<file path="src/rtl/acc_sched_pkg.sv">
// Shared types and default widths for the round-robin accumulator burst scheduler.
package acc_sched_pkg;

    typedef enum logic [1:0] {
        IDLE  = 2'd0,
        CLEAR = 2'd1,
        BURST = 2'd2,
        DONE  = 2'd3
    } acc_sched_state_e;

    localparam int DEF_NREQ = 4;
    localparam int DEF_DW   = 8;
    localparam int DEF_SW   = 16;
    localparam int DEF_LENW = 4;

endpackage

</file>
<file path="src/rtl/acc_burst_sched_rr_arbiter.sv">
// Combinational round-robin arbiter: scans from ptr+1 upward (wrapping) and
// grants the first active request, returning one-hot grant plus its index.
module rr_arbiter #(
    parameter int NREQ = 4,
    localparam int IW = (NREQ > 1) ? $clog2(NREQ) : 1
) (
    input  logic [NREQ-1:0] req,
    input  logic [IW-1:0]   ptr,
    output logic [NREQ-1:0] gnt,
    output logic [IW-1:0]   idx
);

    int  cand;
    logic found;

    always_comb begin
        gnt   = '0;
        idx   = '0;
        found = 1'b0;
        cand  = 0;
        for (int k = 1; k <= NREQ; k++) begin
            cand = (int'(ptr) + k) % NREQ;
            if (!found && req[IW'(cand)]) begin
                found            = 1'b1;
                gnt[IW'(cand)]   = 1'b1;
                idx              = IW'(cand);
            end
        end
    end

endmodule

</file>
<file path="src/rtl/acc_burst_sched.sv">
// Shares one external accumulator between NREQ requesters: arbitrate, clear,
// stream the latched number of words, then publish the tagged final sum.
module acc_burst_sched
    import acc_sched_pkg::*;
#(
    parameter int NREQ = DEF_NREQ,
    parameter int DW   = DEF_DW,
    parameter int SW   = DEF_SW,
    parameter int LENW = DEF_LENW,
    localparam int IW  = (NREQ > 1) ? $clog2(NREQ) : 1
) (
    input  logic                 clk,
    input  logic                 rst,
    input  logic [NREQ-1:0]      req,
    input  logic [NREQ*LENW-1:0] req_len,
    input  logic [NREQ*DW-1:0]   req_data,
    output logic [NREQ-1:0]      gnt,
    output logic                 acc_rst,
    output logic [DW-1:0]        acc_in,
    input  logic [SW-1:0]        acc_sum,
    output logic                 res_valid,
    output logic [IW-1:0]        res_id,
    output logic [SW-1:0]        res_sum,
    output logic                 busy
);

    acc_sched_state_e state_reg, state_next;
    logic [IW-1:0]    ptr_reg, ptr_next;
    logic [IW-1:0]    id_reg, id_next;
    logic [LENW-1:0]  cnt_reg, cnt_next;
    logic             res_valid_reg;
    logic [IW-1:0]    res_id_reg;
    logic [SW-1:0]    res_sum_reg;

    logic [DW-1:0]    data_arr [NREQ];
    logic [LENW-1:0]  len_arr  [NREQ];
    logic [NREQ-1:0]  arb_gnt;
    logic [IW-1:0]    arb_idx;
    logic             arb_any;

    genvar gi;
    generate
        for (gi = 0; gi < NREQ; gi++) begin : g_lane
            assign data_arr[gi] = req_data[gi*DW +: DW];
            assign len_arr[gi]  = req_len[gi*LENW +: LENW];
            assign gnt[gi]      = (state_reg == BURST) && (id_reg == IW'(gi));
        end
    endgenerate

    rr_arbiter #(.NREQ(NREQ)) u_arb (
        .req (req),
        .ptr (ptr_reg),
        .gnt (arb_gnt),
        .idx (arb_idx)
    );

    assign arb_any = |arb_gnt;

    always_comb begin
        state_next = state_reg;
        ptr_next   = ptr_reg;
        id_next    = id_reg;
        cnt_next   = cnt_reg;
        case (state_reg)
            IDLE: begin
                if (arb_any) begin
                    id_next    = arb_idx;
                    ptr_next   = arb_idx;
                    // A zero length field still moves one word.
                    cnt_next   = (len_arr[arb_idx] == '0) ? LENW'(1) : len_arr[arb_idx];
                    state_next = CLEAR;
                end
            end
            CLEAR: state_next = BURST;
            BURST: begin
                if (cnt_reg == LENW'(1)) begin
                    state_next = DONE;
                end else begin
                    cnt_next = cnt_reg - LENW'(1);
                end
            end
            DONE:    state_next = IDLE;
            default: state_next = IDLE;
        endcase
    end

    always_ff @(posedge clk) begin
        if (rst) begin
            state_reg     <= IDLE;
            ptr_reg       <= IW'(NREQ - 1);
            id_reg        <= '0;
            cnt_reg       <= '0;
            res_valid_reg <= 1'b0;
            res_id_reg    <= '0;
            res_sum_reg   <= '0;
        end else begin
            state_reg     <= state_next;
            ptr_reg       <= ptr_next;
            id_reg        <= id_next;
            cnt_reg       <= cnt_next;
            res_valid_reg <= (state_reg == DONE);
            // The accumulator has absorbed the last word by the DONE cycle.
            if (state_reg == DONE) begin
                res_sum_reg <= acc_sum;
                res_id_reg  <= id_reg;
            end
        end
    end

    assign acc_rst   = rst | (state_reg == CLEAR);
    assign acc_in    = (state_reg == BURST) ? data_arr[id_reg] : '0;
    assign busy      = (state_reg != IDLE);
    assign res_valid = res_valid_reg;
    assign res_id    = res_id_reg;
    assign res_sum   = res_sum_reg;

endmodule

</file>
<file path="config.mk">
export PLATFORM = sky130hd
export DESIGN_NAME = acc_burst_sched
export DESIGN_NICKNAME = d
export VERILOG_FILES = /design/src/rtl/acc_sched_pkg.sv /design/src/rtl/acc_burst_sched_rr_arbiter.sv /design/src/rtl/acc_burst_sched.sv
export SDC_FILE = /design/constraint.sdc
export NUM_CORES = 1
export LEC_CHECK = 0
export BUFFER_PORTS_ARGS = -buffer_cell sky130_fd_sc_hd__buf_2
export CORE_UTILIZATION = 48
export DETAILED_ROUTE_END_ITERATION = 8
export PLACE_DENSITY = 0.92
export SLEW_MARGIN = 15
export SYNTH_ARGS = -nofsm -noshare
export SYNTH_HDL_FRONTEND = slang
export SYNTH_HIERARCHICAL = 1
export SYNTH_SLANG_ARGS = --single-unit
</file>
<file path="constraint.sdc">
create_clock -name clk -period 5.5 [get_ports clk]
set_input_delay 1.375 -clock clk [delete_from_list [all_inputs] [get_ports clk]]
set_output_delay 1.375 -clock clk [all_outputs]
set_load 0.01 [all_outputs]
</file>
Word-level counts from Yosys, hierarchy flattened:

Cells that the tools add are included.

* bits in registers: 29
* input port bits: 70
* output and inout port bits: 33
* logic and storage cells: 106

* $add $sub $neg: 5
* $lt $le $gt $ge: 10
* equality and inequality tests: 10
* mux-type cells: 45
* bitwise operators: 6
* reduce and logical (&&, ||, !) cells: 23

Operators by type and width (number)
* $mux W4: 9
* $mux W8: 3
* $bmux W8 S2: 1
* $lt A2 B4 Y1 const B: 4
* $mux W1: 15
* $mux W2: 6
* $or A4 B4 Y4: 3
* $logic_and A1 B1 Y1: 11
* $bmux W1 S2: 4
* $bmux W4 S2: 1
* $demux W1 S2: 4
* $eq A2 B2 Y1 const B: 4
* $ge A2 B1 Y1 const B: 4
* $pmux W2 S4: 1
* $pmux W4 S2: 1
* $ge A3 B3 Y1 const B: 2
* $not A2 Y3: 2
* $add A2 B1 Y2 const B: 2
* $add A2 B2 Y2 const B: 2
* $eq A2 B1 Y1 const B: 2
* $eq A4 B1 Y1 const B: 1
* $logic_not A2 Y1: 2
* $logic_not A4 Y1: 1
* $ne A2 B2 Y1 const B: 2
* 8 further kinds: 12

Depth between registers and ports, before layout:

Gate-level depths: netlist (run 1).

* depth after elaboration: 22
* depth in mapped cells: 13
* gate-level depth less buffers: 10

Modules after synthesis:

Netlist (run 1), hierarchy kept.

By module, submodules not included
* acc_burst_sched: instances 1, cells each 163, area each 1671.6 µm²
* rr_arbiter: instances 1, cells each 76, area each 565.5 µm²

Worst setup path before layout (run 1):

Ideal clock, no wire load.

* path type: input to register
* start point: in req[0]
* end point: reg cnt_reg[3]
* arrival time: 3315 ps
* data required time: 5381 ps
* path slack: 2066 ps
* stages: 10
* path through: clkbuf_2 mux2_2 mux2i_4 nand3_1 o2111ai_1 buf_6 mux4_1 a22o_2 nand2_1 a21oi_1

* word-level cells in the longest chain between the ends: 21
* elaborated cells on any way between the ends: 43
* those cells by class: eq/ne: 1; mux: 29; bitwise: 4; reduce/logical: 9

Ends and longest elaborated chain
* start: declaration: line acc_burst_sched.sv:14 `input logic [NREQ-1:0] req,`
* $bmux W1 S2: line acc_burst_sched_rr_arbiter.sv:23 `if (!found && req[IW'(cand)]) begin`
* $mux W1 (implied by the code) (2 in series): line acc_burst_sched_rr_arbiter.sv:23
* $mux W1: line acc_burst_sched_rr_arbiter.sv:23
* $logic_not A1 Y1: line acc_burst_sched_rr_arbiter.sv:23
* $logic_and A1 B1 Y1: line acc_burst_sched_rr_arbiter.sv:23
* $mux W1: line acc_burst_sched_rr_arbiter.sv:23
* $logic_not A1 Y1: line acc_burst_sched_rr_arbiter.sv:23
* $logic_and A1 B1 Y1: line acc_burst_sched_rr_arbiter.sv:23
* (+4 left out)
* named net arb_idx[0]: line acc_burst_sched.sv:38 `logic [IW-1:0] arb_idx;`
* $not A2 Y3 (implied by the code) *: line acc_burst_sched.sv:70 `cnt_next = (len_arr[arb_idx] == '0) ? LENW'(1) : len_arr[arb_idx];`
* $bmux W4 S2 *: line acc_burst_sched.sv:70
* $mux W4 (implied by the code) * (2 in series): line acc_burst_sched.sv:70
* $logic_not A4 Y1: line acc_burst_sched.sv:70
* $mux W4 *: line acc_burst_sched.sv:70
* $mux W4 *: line acc_burst_sched.sv:66 `if (arb_any) begin`
* $pmux W4 S2 *: line acc_burst_sched.sv:64 `case (state_reg)`
* end signal: assignment: line acc_burst_sched.sv:100 `cnt_reg <= cnt_next;`
* end: declaration: line acc_burst_sched.sv:30 `logic [LENW-1:0] cnt_reg, cnt_next;`

The timed path passes the listed nets; every way through them passes the cells marked *. The select of a mux whose other input is x is not followed.
A chain may end at the register's enable or synchronous reset.

Worst setup path after layout (run 1):

* start point: in req_data[24]
* end point: out acc_in[0]

* word-level cells in the longest chain between the ends: 4

Ends and longest elaborated chain
* start: declaration: line acc_burst_sched.sv:16 `input logic [NREQ*DW-1:0] req_data,`
* $bmux W8 S2: line acc_burst_sched.sv:111 `assign acc_in = (state_reg == BURST) ? data_arr[id_reg] : '0;`
* $mux W8 (implied by the code) (2 in series): line acc_burst_sched.sv:111
* $mux W8: line acc_burst_sched.sv:111
* end: declaration: line acc_burst_sched.sv:19 `output logic [DW-1:0] acc_in,`

Every way passes these cells. The select of a mux whose other input is x is not followed.

==> summary.md, run 1 <==
| Metric | Value |
|---|---|
| Result of the run | completed |
| Global-route wire length before repair | 8170 um |
| Leakage power | 1.31 nW |
| Total number of cells along the worst setup path | 4 |
| Post-cts gate resize count | 0 |
| Hold Startpoint | res_sum[10] |
| Global Route met2 Usage | 38.7% |
| Setup WS post-layout | 1.91 ns |
| Drt wl/cell | 13.5 um |
| Post-Syn Area | 2240 um2 |
| Core region area | 4410 um2 |
| Critical-path top delay cell | sky130_fd_sc_hd__mux4_2 |
| Hold_ws | 0.487 ns |
| Final worst clock skew | 0.00298 ns |
| Die span in y | 70.3 um |
| H-Tree Depth | 2 |
| Later-pin clock latency in the skew report | 0.28 ns |
| Number of flip-flops in the largest register | 16 |
| Final count of pins violating max slew | 0 |
| Reg clk slew, reported paths | 0.07 ns |
| Post-synth ARST share | 0% |
| Layout Nets | 414 |
| Worst-path maximum fanout | 1 |
| Total number of yosys warnings | 6 |
| Most Frequent Cell on Critical Path | sky130_fd_sc_hd__buf_2 |
| Upper clock frequency limit | 0.279 GHz |
| HPWL reported at the end of detailed placement | 3900 um |
| Gate Count Post-Synth | 239 |
| Worst endpoint required time | 4.12 ns |
| Total iterations of the first detailed-routing run | 4 |
| Count of maximum capacitance violations | 0 |
| Cells along the critical path | buf_2, mux4_2, and2_1, buf_2 |
| # DRC | 0 |
| Total count of hold-check failures in the final report | 0 |
| Number of global-route vias before repair | 1926 |
| Switch Pwr | 0.000531 W |
| Clock share of power | 20.1% |
| Register area share after synthesis | 26.0% |
| Sequential Power Share | 25.5% |
| Via density | 5.58 |
| Maximum vdd ir drop | 0.204 mV |
| Slowest cell delay on critical path | 0.46 ns |
| Dominant delay contributor by cell family on the critical path | multiplexers |
| Finished Cell Area | 2820 um2 |
| Ant. Diodes | 0 |
| Ports | 103 |
| Most frequent cell after synthesis | sky130_fd_sc_hd__dfxtp_1 |
| Worst Setup End Kind | output port |
| Die Footprint | 4940 um2 |
| Worst Hold Path Cells | 2 |
| Final Cycle Share | 65.3% |
| Clock tree from TritonCTS | built |
| Clock Tree Root | sky130_fd_sc_hd__clkbuf_8 |
| Most frequent cells after synthesis | 29 x sky130_fd_sc_hd__dfxtp_1, 28 x sky130_fd_sc_hd__nor2_1, 21 x sky130_fd_sc_hd__mux2i_1 |
| Starting utilization of the core area | 50.7% |
| Global Route met3 Usage | 3.90% |
| Share of cells above drive strength 1 | 40.6% |
| Gpl congestion | 0.853 |
| Post-Place Cell Area | 2690 um2 |
| Most instantiated flip-flop cell in the synthesis netlist | sky130_fd_sc_hd__dfxtp_1 |
| Setup crit start | req_data[24] |
| Post-synth cell types | 50 |
| Max_slew headroom | 30.9% |
| Std cell rows | 24 |
| Time the final worst path needs with I/O delays and setup | 3.59 ns |
| Syn nets | 324 |
| Transition at the pin with the smallest max-transition slack | 1.04 ns |
| Flip-flop and latch count after synthesis | 29 |
| Max Buffers Root-to-Sink | 2 |
| Number of enable flip-flop cells after synthesis | 0 |
| Arrival time at the worst endpoint | 2.22 ns |
| Total Routed Length | 5140 um |
| Setup Viol. Count Final | 0 |
| Largest area contributor in the synthesized netlist | sky130_fd_sc_hd__dfxtp_1 |
| Overflow after GRT | 0 |
| Number of clock buffers inserted by TritonCTS | 5 |
| Design internal power | 0.000785 W |
| Vias | 2133 |
| Crit path buf inv count | 2 |
| Startpoint Class | input port |
| Count of routing violations after the opening detailed-route iteration | 91 |
| Per-instance average area after synthesis | 9.36 um2 |
| Global-route layer with the greatest usage | met2 |
| DIE WIDTH | 70.3 um |
| Number of setup buffers added after CTS | 0 |
| Post-cts hold buffer count | 0 |
| Combinational power share | 54.4% |
| Top cells by area, synth | sky130_fd_sc_hd__dfxtp_1 26%, sky130_fd_sc_hd__mux4_2 11%, sky130_fd_sc_hd__mux2i_1 9.4% |
| Met1 Track Usage GR | 21.7% |
| Area fraction of the dominant cell type after synthesis | 26.0% |
| Power density over the cells | 467 nW/um2 |
| Clock net sink count | 29 |
| WS Path Type | input port to output port |
| Maximum number of pins on one net before global-route repair | 31 |
| Worst reg2reg path depth | 9 |
| Final antenna-violating net count | 0 |
| Area growth from synthesis to layout | 26.1% |
| Number of antenna violations at the first check in global routing | 0 |
| Unrepaired setup endpoints after global routing | false |
| HP Class | register to register |
| Switch share | 40.4% |
| Setup WS pre-CTS | 1.80 ns |
| Summed negative setup slack over all endpoints | 0 ns |
| Total routing resource utilization after global routing | 20.3% |
| Count of port buffers added during placement | 102 |
| Reg-to-Reg Start | ptr_reg[0] |
-- worst register-to-register path, stage by stage, from the launching register on --
cell	delay, ns
sky130_fd_sc_hd__dfxtp_1	0.81
sky130_fd_sc_hd__inv_1	0.23
sky130_fd_sc_hd__ha_1	0.55
sky130_fd_sc_hd__mux2i_4	0.37
sky130_fd_sc_hd__nand3_1	0.11
sky130_fd_sc_hd__o2111ai_1	0.28
sky130_fd_sc_hd__mux4_1	0.67
sky130_fd_sc_hd__a22o_2	0.28
sky130_fd_sc_hd__nand2_1	0.06
sky130_fd_sc_hd__a21oi_1	0.06
-- cells by family after synthesis --
logic type | synth area share [%]
flops | 26.0
buf+inv | 8.28
simple gates | 19.5
fa+ha+maj | 8.39
compound gates | 11.6
mux | 26.3
-- path summary, 6_finish.rpt --
kind | to | slack, ns
max | acc_in[0] | 1.91
min | res_sum[10] | 0.49
max reg2reg | cnt_reg[3] | 1.94
min reg2reg | res_sum[10] | 0.49
-- metal layers --
metal	up-vias	share of wire, %
met5	-	0
met4	0	1.9
met3	11	5.3
met2	72	53
met1	1009	39
li1	1041	-
-- layout by cell type, fill, tap and decap left out, types with 3 or more instances in the layout --
cell                       instances
sky130_fd_sc_hd__a21oi_1           8
sky130_fd_sc_hd__and2_1            8
sky130_fd_sc_hd__buf_2           102
sky130_fd_sc_hd__clkbuf_8          5
sky130_fd_sc_hd__dfxtp_1          29
sky130_fd_sc_hd__ha_1             15
sky130_fd_sc_hd__inv_1            16
sky130_fd_sc_hd__mux2_2            5
sky130_fd_sc_hd__mux2i_1          21
sky130_fd_sc_hd__mux4_2           11
sky130_fd_sc_hd__nand2_1          18
sky130_fd_sc_hd__nand3_1           5
sky130_fd_sc_hd__nor2_1           28
sky130_fd_sc_hd__nor3_1            3
sky130_fd_sc_hd__nor3b_1           4
sky130_fd_sc_hd__o21ai_0           6
-- stage by stage --
stage               total power (W)  instances  utilization [%]
floorplan                  0.000928        239                -
global placement            0.00103        374             60.9
detailed placement          0.00105        374             60.9
CTS                         0.00132        382             63.9
global route                0.00141        382             63.9
finish                      0.00132        382             63.9
-- final cells by class --
class,instances,area [um2]
tap,52,65.1
clock buffer,5,68.8
inverter,16,60.1
timing repair buffer,102,510
sequential,29,581
multi-input combinational,175,1470
clock inverter,3,65.1
fill,373,1590
-- power by group through the flow --
stage,clock [W],combinational [W],sequential [W]
after floorplan,0,0.000638,0.000290
after global placement,0,0.000691,0.000336
after detailed placement,0,0.000715,0.000339
after CTS,0.000270,0.000719,0.000335
after global routing,0.000279,0.000784,0.000347
final,0.000265,0.000716,0.000335
Power figures use the tool's default switching activity.
==> run 2, diff against run 1 <==
- CORE_UTILIZATION: 48 -> 43
- PLACE_DENSITY: 0.92 -> 0.87
- clock period: 5.5 -> 3.3 ns (I/O delays scaled with it)
==> run 2 against run 1 <==
Net effect: global-route usage down 1.3 points; critical path depth is 6 higher; utilization fell by 5.8 points; via count is essentially flat; clock power increased by 5%; worst hold slack better by 0.00060 ns.
==> summary.md, run 2 (synthesized netlist as in run 1, its figures left out) <==
| Metric | Value |
|---|---|
| WS Path Type | register to register |
| Worst endpoint required time | 3.43 ns (-0.69 ns) |
| Startpoint Class | register |
| Post-cts gate resize count | 0 (unchanged) |
| Setup crit start | ptr_reg[1] |
| Inst Count DP | 393 (+5.1%) |
| Setup Viol. Count Final | 0 (unchanged) |
| Count of routing violations after the opening detailed-route iteration | 92 (+1.1%) |
| Hold Startpoint | res_sum[4] |
| Ports | 103 (unchanged) |
| Maximum vdd ir drop | 0.312 mV (+53%) |
| Cells along the critical path | inv_1, ha_1, mux2i_4, nand3_1, o2111ai_1, buf_4, mux4_1, a22o_2, nand2_1, a21oi_1 |
| Final count of pins violating max slew | 0 (unchanged) |
| Die Footprint | 5500 um2 (+11%) |
| Max Buffers Root-to-Sink | 2 (unchanged) |
| Die span in y | 74.1 um (+5.5%) |
| Gpl congestion | 0.873 (+2.3%) |
| # DRC | 0 (unchanged) |
| H-Tree Depth | 2 (unchanged) |
| Reg-to-Reg Start | ptr_reg[1] |
| Later-pin clock latency in the skew report | 0.27 ns (about the same) |
| HP Class | register to register |
| Ant. Diodes | 0 (unchanged) |
| Total routing resource utilization after global routing | 18.9% (-1.3 points) |
| Worst reg2reg setup slack | 0.43 ns (-1.51 ns) |
| Post-cts hold buffer count | 0 (unchanged) |
| Number of antenna violations at the first check in global routing | 0 (unchanged) |
| Reg-to-reg critical path endpoint | cnt_reg[3] |
| DIE WIDTH | 74.1 um (+5.5%) |
| Share of cells above drive strength 1 | 41.0% (+0.41 points) |
| Total Routed Length | 5360 um (+4.3%) |
| Worst reg2reg path depth | 10 (+1) |
| Maximum number of pins on one net before global-route repair | 31 (unchanged) |
| Leakage power | 1.31 nW (-0.31%) |
| Final Cycle Share | 86.8% |
| Worst-path maximum fanout | 8 (+7) |
| Hold path endpoint | res_sum[4] |
| Power density over the cells | 736 nW/um2 (+58%) |
| Area growth from synthesis to layout | 26.0% (about the same) |
| Global-route wire length before repair | 8140 um (-0.33%) |
| Clock Tree Root | sky130_fd_sc_hd__clkbuf_8 |
| Worst Hold Path Cells | 2 (unchanged) |
| Arrival time at the worst endpoint | 3.00 ns (+0.78 ns) |
| Reg clk slew, reported paths | 0.06 ns (about the same) |
| Layout Nets | 418 (+0.97%) |
| Unrepaired setup endpoints after global routing | false |
| Most common cell after layout, fill and taps aside | sky130_fd_sc_hd__buf_2 |
| Drt wl/cell | 13.4 um (-0.64%) |
| Transition at the pin with the smallest max-transition slack | 1.05 ns (+0.0141 ns) |
| Starting utilization of the core area | 46.1% (-4.5 points) |
| Number of global-route vias before repair | 1932 (+0.31%) |
| Number of clock buffers inserted by TritonCTS | 5 (unchanged) |
| Core region area | 4850 um2 (+9.8%) |
| Critical-path top delay cell | sky130_fd_sc_hd__mux4_1 |
| Via density | 5.32 (-4.7%) |
| Summed negative setup slack over all endpoints | 0 ns (unchanged) |
| Number of flip-flops in the largest register | 16 (unchanged) |
| Dominant delay contributor by cell family on the critical path | multiplexers |
| Upper clock frequency limit | 0.349 GHz |
| Total iterations of the first detailed-routing run | 4 (unchanged) |
| Final antenna-violating net count | 0 (unchanged) |
| Time the final worst path needs with I/O delays and setup | 2.87 ns |
| HPWL reported at the end of detailed placement | 4160 um (+6.6%) |
| Count of maximum capacitance violations | 0 (unchanged) |
| Clock net sink count | 29 (unchanged) |
| Clock tree from TritonCTS | built |
| Overflow after GRT | 0 (unchanged) |
| Count of port buffers added during placement | 102 (unchanged) |
| Vias | 2134 (+0.047%) |
| Result of the run | completed |
| Number of setup buffers added after CTS | 0 (unchanged) |
| Std cell rows | 25 (+4.2%) |
| Max_slew headroom | 30.0% (-0.94 points) |
| Slowest cell delay on critical path | 0.59 ns (+0.13 ns) |
| Cell Count, Final, Fillers Out | 401 (+5.0%) |
| Crit path buf inv count | 2 (unchanged) |
| Final worst clock skew | 0.00360 ns (+0.000626 ns) |
| Worst Setup End Kind | register |
| Total count of hold-check failures in the final report | 0 (unchanged) |
| Commonest cells after routing, fill and taps aside | 102 x sky130_fd_sc_hd__buf_2, 29 x sky130_fd_sc_hd__dfxtp_1, 28 x sky130_fd_sc_hd__nor2_1 |
==> run 2: cell types whose count changed in the layout (fill, tap and decap cells not counted) <==
cell,change
sky130_fd_sc_hd__buf_4,+4
sky130_fd_sc_hd__bufinv_16,-2
sky130_fd_sc_hd__clkbuf_1,+1
sky130_fd_sc_hd__clkinv_2,+1
==> run 2: through the flow <==
step                util [%]  area [um2]  setup slack [ns]  hold WS, ns  total power [W]
detailed placement      56.4        2740             0.215        0.479          0.00180
finish                  58.1        2820             0.435        0.488          0.00207
floorplan                  -        2240             0.183        0.468          0.00155
global route            58.1        2820             0.320        0.522          0.00224
CTS                     58.1        2820             0.452        0.494          0.00209
global placement        56.4        2740             0.305        0.469          0.00176
==> run 2: tightest hold or removal path, cell delays in order, from the launching register on <==
cell	delay, ns
sky130_fd_sc_hd__dfxtp_1	0.32
sky130_fd_sc_hd__mux2i_1	0.06
sky130_fd_sc_hd__nor2_1	0.07
==> run 2: final cells by class <==
type / count / area (um2)
clock inverters: 2 / 10.0
inverters: 16 / 60.1
multi-input cells: 175 / 1470
well taps: 67 / 83.8
clock buffers: 6 / 72.6
repair buffers: 106 / 541
fillers: 425 / 2030
flip-flops and latches: 29 / 581
==> run 2: layer usage <==
metal | part of all wire, % | global-route usage (%) | wire length [um] | up-vias
li1 | - | - | - | 1050
met1 | 39 | 19.8 | 2080 | 988
met2 | 53 | 36.9 | 2860 | 84
met3 | 5.9 | 4.07 | 318 | 12
met4 | 2.0 | 6.62 | 106 | 0
met5 | 0 | 0 | 0 | -
==> run 2: worst max path at each step <==
stage                     slack, ns    endpoint  cells after the start
after floorplan                0.18  cnt_reg[3]                     13
after global placement         0.31  cnt_reg[3]                     10
after detailed placement       0.22  cnt_reg[3]                     10
after CTS                      0.45  cnt_reg[3]                     10
after global routing           0.32  cnt_reg[3]                     10
final                          0.43  cnt_reg[3]                     10
==> run 2: where the power goes <==
group,internal (W),switching [W]
clock,0.000146,0.000131
combinational,0.000618,0.000665
sequential,0.000420,0.0000938
==> run 3, diff against run 2 <==
- CORE_MARGIN: not set -> 5
==> run 3 against run 2 <==
Net effect: setup slack improved by 0.046 ns; critical endpoint unchanged; sequential share of layout area barely moved; wire length rose by 3.0%; largest cell class unchanged; total power fell by 0.26%; combinational power barely moved; critical path type unchanged.
==> summary.md, run 3 (synthesized netlist as in run 1, its figures left out) <==
| Metric | Value |
|---|---|
| Ant. Diodes | 0 (unchanged) |
| Via density | 5.32 (about the same) |
| Most common cell after layout, fill and taps aside | sky130_fd_sc_hd__buf_2 |
| Total iterations of the first detailed-routing run | 4 (unchanged) |
| Maximum number of pins on one net before global-route repair | 31 (unchanged) |
| Total count of hold-check failures in the final report | 0 (unchanged) |
| Worst reg2reg path depth | 10 (unchanged) |
| Slowest cell delay on critical path | 0.60 ns (about the same) |
| Clock Tree Root | sky130_fd_sc_hd__clkbuf_8 |
| Time the final worst path needs with I/O delays and setup | 2.82 ns (-0.0464 ns) |
| Overflow after GRT | 0 (unchanged) |
| Setup Viol. Count Final | 0 (unchanged) |
| HPWL reported at the end of detailed placement | 4430 um (+6.5%) |
| Dominant delay contributor by cell family on the critical path | multiplexers |
| Setup WS pre-CTS | 0.231 ns (+0.0164 ns) |
| Area growth from synthesis to layout | 26.2% |
| Finished Cell Area | 2820 um2 (+0.13%) |
| FILL cells | 474 (+12%) |
| Crit path buf inv count | 2 (unchanged) |
| Worst endpoint required time | 3.44 ns (about the same) |
| Gpl congestion | 0.852 (-2.4%) |
| Cells along the critical path | inv_1, ha_1, mux2i_4, nand3_1, o2111ai_1, buf_4, mux4_1, a22o_2, nand2_1, a21oi_1 |
| Total routing resource utilization after global routing | 16.1% (-2.9 points) |
| DIE WIDTH | 82.1 um (+11%) |
| Vias | 2150 (+0.75%) |
| Startpoint Class | register |
| Post-cts hold buffer count | 0 (unchanged) |
| Post-Place Cell Area | 2740 um2 (+0.14%) |
| Total number of cells along the worst setup path | 10 (unchanged) |
| Number of clock buffers inserted by TritonCTS | 5 (unchanged) |
| Number of global-route vias before repair | 2047 (+6.0%) |
| Commonest cells after routing, fill and taps aside | 102 x sky130_fd_sc_hd__buf_2, 29 x sky130_fd_sc_hd__dfxtp_1, 28 x sky130_fd_sc_hd__nor2_1 |
| Leakage power | 1.31 nW (unchanged) |
| Maximum vdd ir drop | 0.304 mV (-2.7%) |
| Critical-path top delay cell | sky130_fd_sc_hd__mux4_1 |
| Number of setup buffers added after CTS | 0 (unchanged) |
| # DRC | 0 (unchanged) |
| Std cell rows | 26 (+4.0%) |
| Result of the run | completed |
| Die Footprint | 6750 um2 (+23%) |
| Final antenna-violating net count | 0 (unchanged) |
| Unrepaired setup endpoints after global routing | false |
| Number of antenna violations at the first check in global routing | 0 (unchanged) |
| Transition at the pin with the smallest max-transition slack | 1.02 ns (-0.0293 ns) |
| Arrival time at the worst endpoint | 2.96 ns (-0.04 ns) |
| H-Tree Depth | 2 (unchanged) |
| Summed negative setup slack over all endpoints | 0 ns (unchanged) |
| Worst-path maximum fanout | 8 (unchanged) |
| Max Buffers Root-to-Sink | 2 (unchanged) |
| Starting utilization of the core area | 44.1% (-2.1 points) |
| Ports | 103 (unchanged) |
| Later-pin clock latency in the skew report | 0.28 ns (about the same) |
| Hold Startpoint | res_sum[5] |
| Layout Nets | 418 (unchanged) |
| Core region area | 5070 um2 (+4.7%) |
| Final Cycle Share | 85.4% (-1.4 points) |
| Reg-to-Reg Start | ptr_reg[1] |
| Total Routed Length | 5520 um (+3.0%) |
| Global-route wire length before repair | 8580 um (+5.3%) |
| Count of maximum capacitance violations | 0 (unchanged) |
| Number of flip-flops in the largest register | 16 (unchanged) |
| Drt wl/cell | 13.7 um (+2.3%) |
| Count of port buffers added during placement | 102 (unchanged) |
| Final count of pins violating max slew | 0 (unchanged) |
| Setup crit start | ptr_reg[1] |
| Upper clock frequency limit | 0.355 GHz (+1.6%) |
| Share of cells above drive strength 1 | 41.0% (unchanged) |
| Die span in y | 82.1 um (+11%) |
| Max_slew headroom | 31.9% (+2.0 points) |
| Reg clk slew, reported paths | 0.06 ns (about the same) |
| Setup WS post-layout | 0.481 ns (+0.0464 ns) |
| Clock tree from TritonCTS | built |
| Worst Setup End Kind | register |
| Clock net sink count | 29 (unchanged) |
| Worst Hold Path Cells | 2 (unchanged) |
| WS Path Type | register to register |
| Count of routing violations after the opening detailed-route iteration | 60 (-35%) |
| Post-cts gate resize count | 0 (unchanged) |
| HP Class | register to register |
| Final worst clock skew | 0.00146 ns (-0.00214 ns) |
| Power density over the cells | 733 nW/um2 (-0.40%) |
[run 3: cell counts in the layout (fill, tap and decap cells not counted)]
Identical to the previous run, type by type.
[run 3: metrics by stage]
stage	hold slack, ns	cells	total power (W)	utilization (%)
4_1_cts	0.495	404	0.00209	55.6
5_1_grt	0.526	404	0.00224	55.6
2_1_floorplan	0.468	239	0.00155	-
3_5_place_dp	0.478	396	0.00180	54.0
6_report	0.491	404	0.00207	55.6
3_3_place_gp	0.469	396	0.00176	54.0
[run 3: layer usage]
layer	vias to the layer above	global-route usage (%)	part of all wire [%]
li1	1049	-	-
met1	1019	16.9	39
met2	71	30.7	53
met3	11	3.47	5.9
met4	0	6.48	2.1
met5	-	0	0
[run 3: area by class of cell]
cell class / count / area [um2] / share of cell area (%)
clock buffers: 6 / 72.6 / 2.57
clock inverters: 2 / 10.0 / 0.355
multi-input cells: 175 / 1470 / 52.1
inverters: 16 / 60.1 / 2.13
flip-flops and latches: 29 / 581 / 20.6
well taps: 70 / 87.6 / 3.10
repair buffers: 106 / 541 / 19.1
[run 3: worst reg2reg max path, cell delays in order, from the launching register on]
cell,delay [ns]
sky130_fd_sc_hd__dfxtp_1,0.33
sky130_fd_sc_hd__inv_1,0.12
sky130_fd_sc_hd__ha_1,0.50
sky130_fd_sc_hd__mux2i_4,0.36
sky130_fd_sc_hd__nand3_1,0.11
sky130_fd_sc_hd__o2111ai_1,0.09
sky130_fd_sc_hd__buf_4,0.18
sky130_fd_sc_hd__mux4_1,0.60
sky130_fd_sc_hd__a22o_2,0.28
sky130_fd_sc_hd__nand2_1,0.06
sky130_fd_sc_hd__a21oi_1,0.06
[run 3: final timing paths]
check          endpoint  slack, ns
min reg2reg  res_sum[5]       0.49
max reg2reg  cnt_reg[3]       0.48
min          res_sum[5]       0.49
max          cnt_reg[3]       0.48
[run 3: where the power goes]
part | leakage (nW) | total, W | internal [W] | switching, W
sequential | 0.236 | 0.000509 | 0.000420 | 0.0000889
combinational | 1.03 | 0.00128 | 0.000618 | 0.000659
clock | 0.0450 | 0.000283 | 0.000146 | 0.000137
total | 1.31 | 0.00207 | 0.00118 | 0.000885
